$ cat config.mk
export PLATFORM = sky130hd
export DESIGN_NAME = fifo_ctrl
export DESIGN_NICKNAME = d
export VERILOG_FILES = /design/src/rtl/fifo_pkg.sv /design/src/rtl/fifo_ptr.sv /design/src/rtl/fifo_ctrl.sv
export SDC_FILE = /design/constraint.sdc
export NUM_CORES = 1
export LEC_CHECK = 0
export BUFFER_PORTS_ARGS = -buffer_cell sky130_fd_sc_hd__buf_2
export CORE_MARGIN = 10
export CORE_UTILIZATION = 40
export DETAILED_ROUTE_END_ITERATION = 7
export GPL_TIMING_DRIVEN = 0
export SYNTH_ARGS = -nofsm -noshare
export SYNTH_HDL_FRONTEND = slang
export SYNTH_SLANG_ARGS = --single-unit
$ cat constraint.sdc
create_clock -name clk -period 2.1 [get_ports clk]
set_input_delay 0.63 -clock clk [delete_from_list [all_inputs] [get_ports clk]]
set_output_delay 0.63 -clock clk [all_outputs]
set_load 0.03 [all_outputs]
$ cat src/rtl/fifo_pkg.sv
// +--------------------------------------------------------------------------+
// | Module      : fifo_pkg                                                   |
// | Description : Shared sizing constants and pointer type for the FIFO      |
// |               pointer/flag controller (8x8 APB<->I2C data-path array).   |
// | Revision    : 1.0 - initial release                                      |
// +--------------------------------------------------------------------------+
`default_nettype none

package fifo_pkg;

  // Address bits of the storage array; depth follows as a power of two.
  localparam int FIFO_ADDR_WIDTH = 3;
  localparam int FIFO_DEPTH      = 1 << FIFO_ADDR_WIDTH;

  // Wrap pointer: low bits address the array, MSB distinguishes full from empty.
  typedef logic [FIFO_ADDR_WIDTH:0] fifo_ptr_t;

endpackage : fifo_pkg

`default_nettype wire

$ cat src/rtl/fifo_ptr.sv
// +--------------------------------------------------------------------------+
// | Module      : fifo_ptr                                                   |
// | Description : ADDR_WIDTH+1-bit wrap pointer with increment enable and    |
// |               synchronous clear (clear has priority over increment).     |
// | Revision    : 1.0 - initial release                                      |
// +--------------------------------------------------------------------------+
`default_nettype none

module fifo_ptr
  import fifo_pkg::*;
#(
  parameter int ADDR_WIDTH = FIFO_ADDR_WIDTH
) (
  input  logic                  clk,
  input  logic                  rst_n,
  input  logic                  clr_i,
  input  logic                  en_i,
  output logic [ADDR_WIDTH:0]   ptr_o
);

  localparam logic [ADDR_WIDTH:0] C_ONE = {{ADDR_WIDTH{1'b0}}, 1'b1};

  logic [ADDR_WIDTH:0] ptr_q;
  logic [ADDR_WIDTH:0] ptr_d;

  // Next pointer: flush wins, otherwise advance and wrap through 2*DEPTH naturally.
  always_comb begin
    ptr_d = ptr_q;
    if (clr_i) begin
      ptr_d = '0;
    end else if (en_i) begin
      ptr_d = ptr_q + C_ONE;
    end
  end

  // Pointer register with asynchronous active-low reset.
  always_ff @(posedge clk or negedge rst_n) begin
    if (!rst_n) begin
      ptr_q <= '0;
    end else begin
      ptr_q <= ptr_d;
    end
  end

  assign ptr_o = ptr_q;

endmodule : fifo_ptr

`default_nettype wire

$ cat src/rtl/fifo_ctrl.sv
// +--------------------------------------------------------------------------+
// | Module      : fifo_ctrl                                                  |
// | Description : Single-clock pointer/flag controller for a first-word      |
// |               fall-through FIFO array. Generates array addresses, write  |
// |               enable/gate, full/empty/almost flags and sticky errors.    |
// |               Optional macro FIFO_CTRL_LEVEL_EN adds level output and a  |
// |               registered programmable threshold flag.                    |
// | Revision    : 1.0 - initial release                                      |
// +--------------------------------------------------------------------------+
`default_nettype none

module fifo_ctrl
  import fifo_pkg::*;
#(
  parameter int ADDR_WIDTH = FIFO_ADDR_WIDTH,
  parameter int AF_LEVEL   = 6,
  parameter int AE_LEVEL   = 1
) (
  input  logic                  clk,
  input  logic                  rst_n,
  input  logic                  clr,
  input  logic                  push,
  input  logic                  pop,
  output logic                  mem_wr_en,
  output logic                  mem_full,
  output logic [ADDR_WIDTH-1:0] wr_addr,
  output logic [ADDR_WIDTH-1:0] rd_addr,
  output logic                  full,
  output logic                  empty,
  output logic                  almost_full,
  output logic                  almost_empty,
  output logic                  overflow,
`ifdef FIFO_CTRL_LEVEL_EN
  output logic [ADDR_WIDTH:0]   level,
  input  logic [ADDR_WIDTH:0]   thresh,
  output logic                  thresh_hit,
`endif
  output logic                  underflow
);

  // Threshold constants sized to the count so comparisons are width-exact.
  localparam logic [ADDR_WIDTH:0] C_AF_THR = (ADDR_WIDTH+1)'(AF_LEVEL);
  localparam logic [ADDR_WIDTH:0] C_AE_THR = (ADDR_WIDTH+1)'(AE_LEVEL);

  logic [ADDR_WIDTH:0] wr_ptr_w;
  logic [ADDR_WIDTH:0] rd_ptr_w;
  logic [ADDR_WIDTH:0] count_w;
  logic                full_w;
  logic                empty_w;
  logic                push_ok_w;
  logic                pop_ok_w;

  logic                overflow_q;
  logic                overflow_d;
  logic                underflow_q;
  logic                underflow_d;

  // Accept decisions use only the flags from registered state, so a
  // simultaneous push+pop at full still rejects the push (and vice versa).
  assign push_ok_w = push & ~full_w & ~clr;
  assign pop_ok_w  = pop  & ~empty_w & ~clr;

  fifo_ptr #(
    .ADDR_WIDTH (ADDR_WIDTH)
  ) u_wr_ptr (
    .clk   (clk),
    .rst_n (rst_n),
    .clr_i (clr),
    .en_i  (push_ok_w),
    .ptr_o (wr_ptr_w)
  );

  fifo_ptr #(
    .ADDR_WIDTH (ADDR_WIDTH)
  ) u_rd_ptr (
    .clk   (clk),
    .rst_n (rst_n),
    .clr_i (clr),
    .en_i  (pop_ok_w),
    .ptr_o (rd_ptr_w)
  );

  // Flag decode from the pointer registers only.
  always_comb begin
    count_w      = wr_ptr_w - rd_ptr_w;
    empty_w      = (wr_ptr_w == rd_ptr_w);
    full_w       = (wr_ptr_w[ADDR_WIDTH] != rd_ptr_w[ADDR_WIDTH]) &&
                   (wr_ptr_w[ADDR_WIDTH-1:0] == rd_ptr_w[ADDR_WIDTH-1:0]);
    almost_full  = (count_w >= C_AF_THR);
    almost_empty = (count_w <= C_AE_THR);
  end

  // Sticky error next-state: set on a rejected request, cleared only by flush.
  always_comb begin
    overflow_d  = overflow_q  | (push & full_w);
    underflow_d = underflow_q | (pop & empty_w);
    if (clr) begin
      overflow_d  = 1'b0;
      underflow_d = 1'b0;
    end
  end

  // Sticky error registers.
  always_ff @(posedge clk or negedge rst_n) begin
    if (!rst_n) begin
      overflow_q  <= 1'b0;
      underflow_q <= 1'b0;
    end else begin
      overflow_q  <= overflow_d;
      underflow_q <= underflow_d;
    end
  end

`ifdef FIFO_CTRL_LEVEL_EN
  logic thresh_hit_q;

  // Threshold compare is registered, giving one cycle of latency.
  always_ff @(posedge clk or negedge rst_n) begin
    if (!rst_n) begin
      thresh_hit_q <= 1'b0;
    end else begin
      thresh_hit_q <= (count_w >= thresh);
    end
  end

  assign level      = count_w;
  assign thresh_hit = thresh_hit_q;
`endif

  assign mem_wr_en = push;
  assign mem_full  = full_w;
  assign wr_addr   = wr_ptr_w[ADDR_WIDTH-1:0];
  assign rd_addr   = rd_ptr_w[ADDR_WIDTH-1:0];
  assign full      = full_w;
  assign empty     = empty_w;
  assign overflow  = overflow_q;
  assign underflow = underflow_q;

endmodule : fifo_ctrl

`default_nettype wire

==> summary.txt <==
CP most frequent cell -> inv_2
First-pass GRT wire length -> 3.24 mm
Failing checks -> setup timing
Number of synthesized flops with an enable pin -> 0
Initial antenna violation count -> 0
Final worst slack -> -289 ps
CTS tree -> yes
Leakage -> 0.538 nW
CTS buffer count -> 3
Placed Area -> 887 um2
Worst hold margin -> 217 ps
Final setup vio count -> 3
Pins Over Slew Limit -> 0
Worst Clk Skew -> 1.39 ps
Fin util -> 0.616
Slowest stage delay, CP -> 400 ps
Ant. Diodes -> 0
Worst slew margin -> 0.723
CTS Root Cell -> clkbuf_4
CP Max Fanout -> 2
Vias -> 667
Syn nets -> 94
#FFs+latches synth -> 10
Post-route ant nets -> 0
Post-synthesis average cell area -> 9.11 um2
Status -> finished, violations left
I/O Pins -> 19
Ys flop type -> dfrtp_1
Grt total ovfl -> 0
Reg clk slew, reported paths -> 70 ps
Crit path max-delay cell type -> dfrtp_1
Largest net degree at the start of global routing -> 11
Final hold vios -> 0
Synth unique cells -> 29
Clk_lat worst skew -> 260 ps
CP Launch Type -> flip-flop
Gp weighted congestion -> 0.692
Area Growth Syn to Fin -> 43.9%
Die Y -> 63.5 um
PortBufs -> 18
Maximum VDD drop -> 0.000669 V
Cell Pwr Density -> 744 nW/um2
Post-DR wirelength/cell -> 13.2 um
Bufs on Longest Clock Path -> 2
Cells after synthesis -> 83
Initial core utilization -> 0.428
Synth warnings -> 0
Vias per inst -> 4.83
Layout net count -> 125
Period utilisation layout -> 1.14
TritonRoute pass-1 iters -> 4
H-tree depth -> 1
Worst Setup End Kind -> primary output
Crit path cell chain -> inv_2, ha_4, inv_2, fa_2, xor2_1, nor2_1, o21a_2, buf_6
Worst Path Class, Setup -> flip-flop to primary output
Achievable Freq -> 419 MHz
Num rows -> 15
Yosys top cell area share -> 0.331
Period minus WS final -> 2390 ps
Synth Cell Area -> 756 um2
Die area -> 4030 um2
Arr. time, crit path -> 1760 ps
Slew at the pin with the worst max-slew slack -> 415 ps
Core area -> 1760 um2
Total Routing Usage GR -> 0.0965
Top post-synthesis cells by area -> dfrtp_1, ha_1, buf_4
Vias in the first global route -> 706
CP required -> 1470 ps
Post-synthesis async set-or-reset flop share -> 1.00
Area leader, netlist -> dfrtp_1
CTS hold repair buffers -> 0
Worst min-delay path class -> input port to asynchronous set/reset pin
CTS sink cnt -> 10
Max_cap viols -> 0
WL final -> 1.82 mm
Sequential element share of the synthesized area -> 0.331
Chip width -> 63.5 um
Layout cells sized above 1 -> 0.540
Finished Cell Area -> 1090 um2
DR DRC count -> 0
Drt initial violations -> 17
Final HPWL DP -> 1.28 mm
RSZ-0062 raised after global routing -> true
-- power breakdown --
part | leakage, nW | switching, mW | internal [mW] | total, mW
Combinational | 0.385 | 0.229 | 0.181 | 0.411
Sequential | 0.132 | 0.0136 | 0.207 | 0.220
Clock | 0.0210 | 0.0731 | 0.105 | 0.178
-- worst paths after layout --
path                              startpoint                 to  slack, ps  cells past startpoint
min in group clk                    overflow           overflow        510                      2
max                        u_wr_ptr.ptr_o[0]       almost_empty       -290                      8
min                                    rst_n           overflow        220                      1
max in group asynchronous              rst_n  u_wr_ptr.ptr_o[1]       1670                      1
max reg2reg                u_rd_ptr.ptr_o[1]  u_rd_ptr.ptr_o[0]        360                      6
min reg2reg                         overflow           overflow        510                      2
-- critical path: cells and delay by family (launching register included) --
kind / cells / cell delay, ps
AO/OA/AOI/OAI: 1 / 140
XOR/XNOR: 1 / 150
adder cells (fa/ha/maj): 2 / 460
buffers and inverters: 3 / 240
flip-flops: 1 / 400
AND/OR/NAND/NOR: 1 / 80
-- cell usage in the layout (no fill, tap or decap), drive strengths merged, types with 2 or more instances in the layout --
cell type / n
a21oi: 6
nor2b: 4
and3: 2
mux2: 6
xor2: 2
a31oi: 2
nand4: 2
clkbuf: 5
inv: 5
a21boi: 2
ha: 5
dfrtp: 10
nand2: 5
buf: 35
nor2: 13
-- per-stage QoR --
stage	TNS (ps)	cells	power, mW	setup WS [ps]
2_1_floorplan	0	83	0.463	8.82
3_3_place_gp	-233	126	0.538	-139
3_5_place_dp	-253	126	0.542	-145
4_1_cts	-523	137	0.788	-274
5_1_grt	-829	138	0.863	-373
6_report	-566	138	0.809	-289
-- flip-flops by register name, indices dropped and copies added (netlist names) --
name	flops
underflow	1
u_rd_ptr.ptr_o	4
u_wr_ptr.ptr_o	4
overflow	1
-- layout make-up --
cell class,count,area [um2]
tap,25,31.3
timing repair buffer,26,181
inverter,5,18.8
clock buffer,4,36.3
buffer,10,68.8
fill,172,677
multi-input combinational,58,497
sequential,10,254
-- layer usage --
metal  GRT usage  wire length [um]  up-vias
li1            -                 -      340
met1       0.115               809      313
met2       0.156               876       12
met3      0.0336               123        2
met4      0.0328                12        0
met5           0                 0        -
-- synthesized netlist by cell type, drive strengths merged, types with 2 or more instances --
cell type,count
nor2b,4
nand2,5
buf,9
a21oi,6
a31oi,2
nand4,2
a21boi,2
xor2,2
nor2,13
dfrtp,10
mux2,6
inv,5
and3,2
ha,5
-- cell families (layout without fill, tap and decap cells) --
family / after synthesis / count (layout) / share of synthesized area
compound gates: 14 / 14 / 0.119
buf+inv: 15 / 45 / 0.116
simple gates: 28 / 28 / 0.172
mux: 7 / 7 / 0.108
flops: 10 / 10 / 0.331
fa+ha+maj: 6 / 6 / 0.109
xor+xnor: 3 / 3 / 0.0447
-- repair_timing --
item,CTS,global route
resized for setup,18,9
buffers inserted,7,1
hold endpoints to repair,0,0
pin swaps,2,0
endpoints found under the setup margin,5,5
No activity file was read; power rests on OpenSTA's default activity.
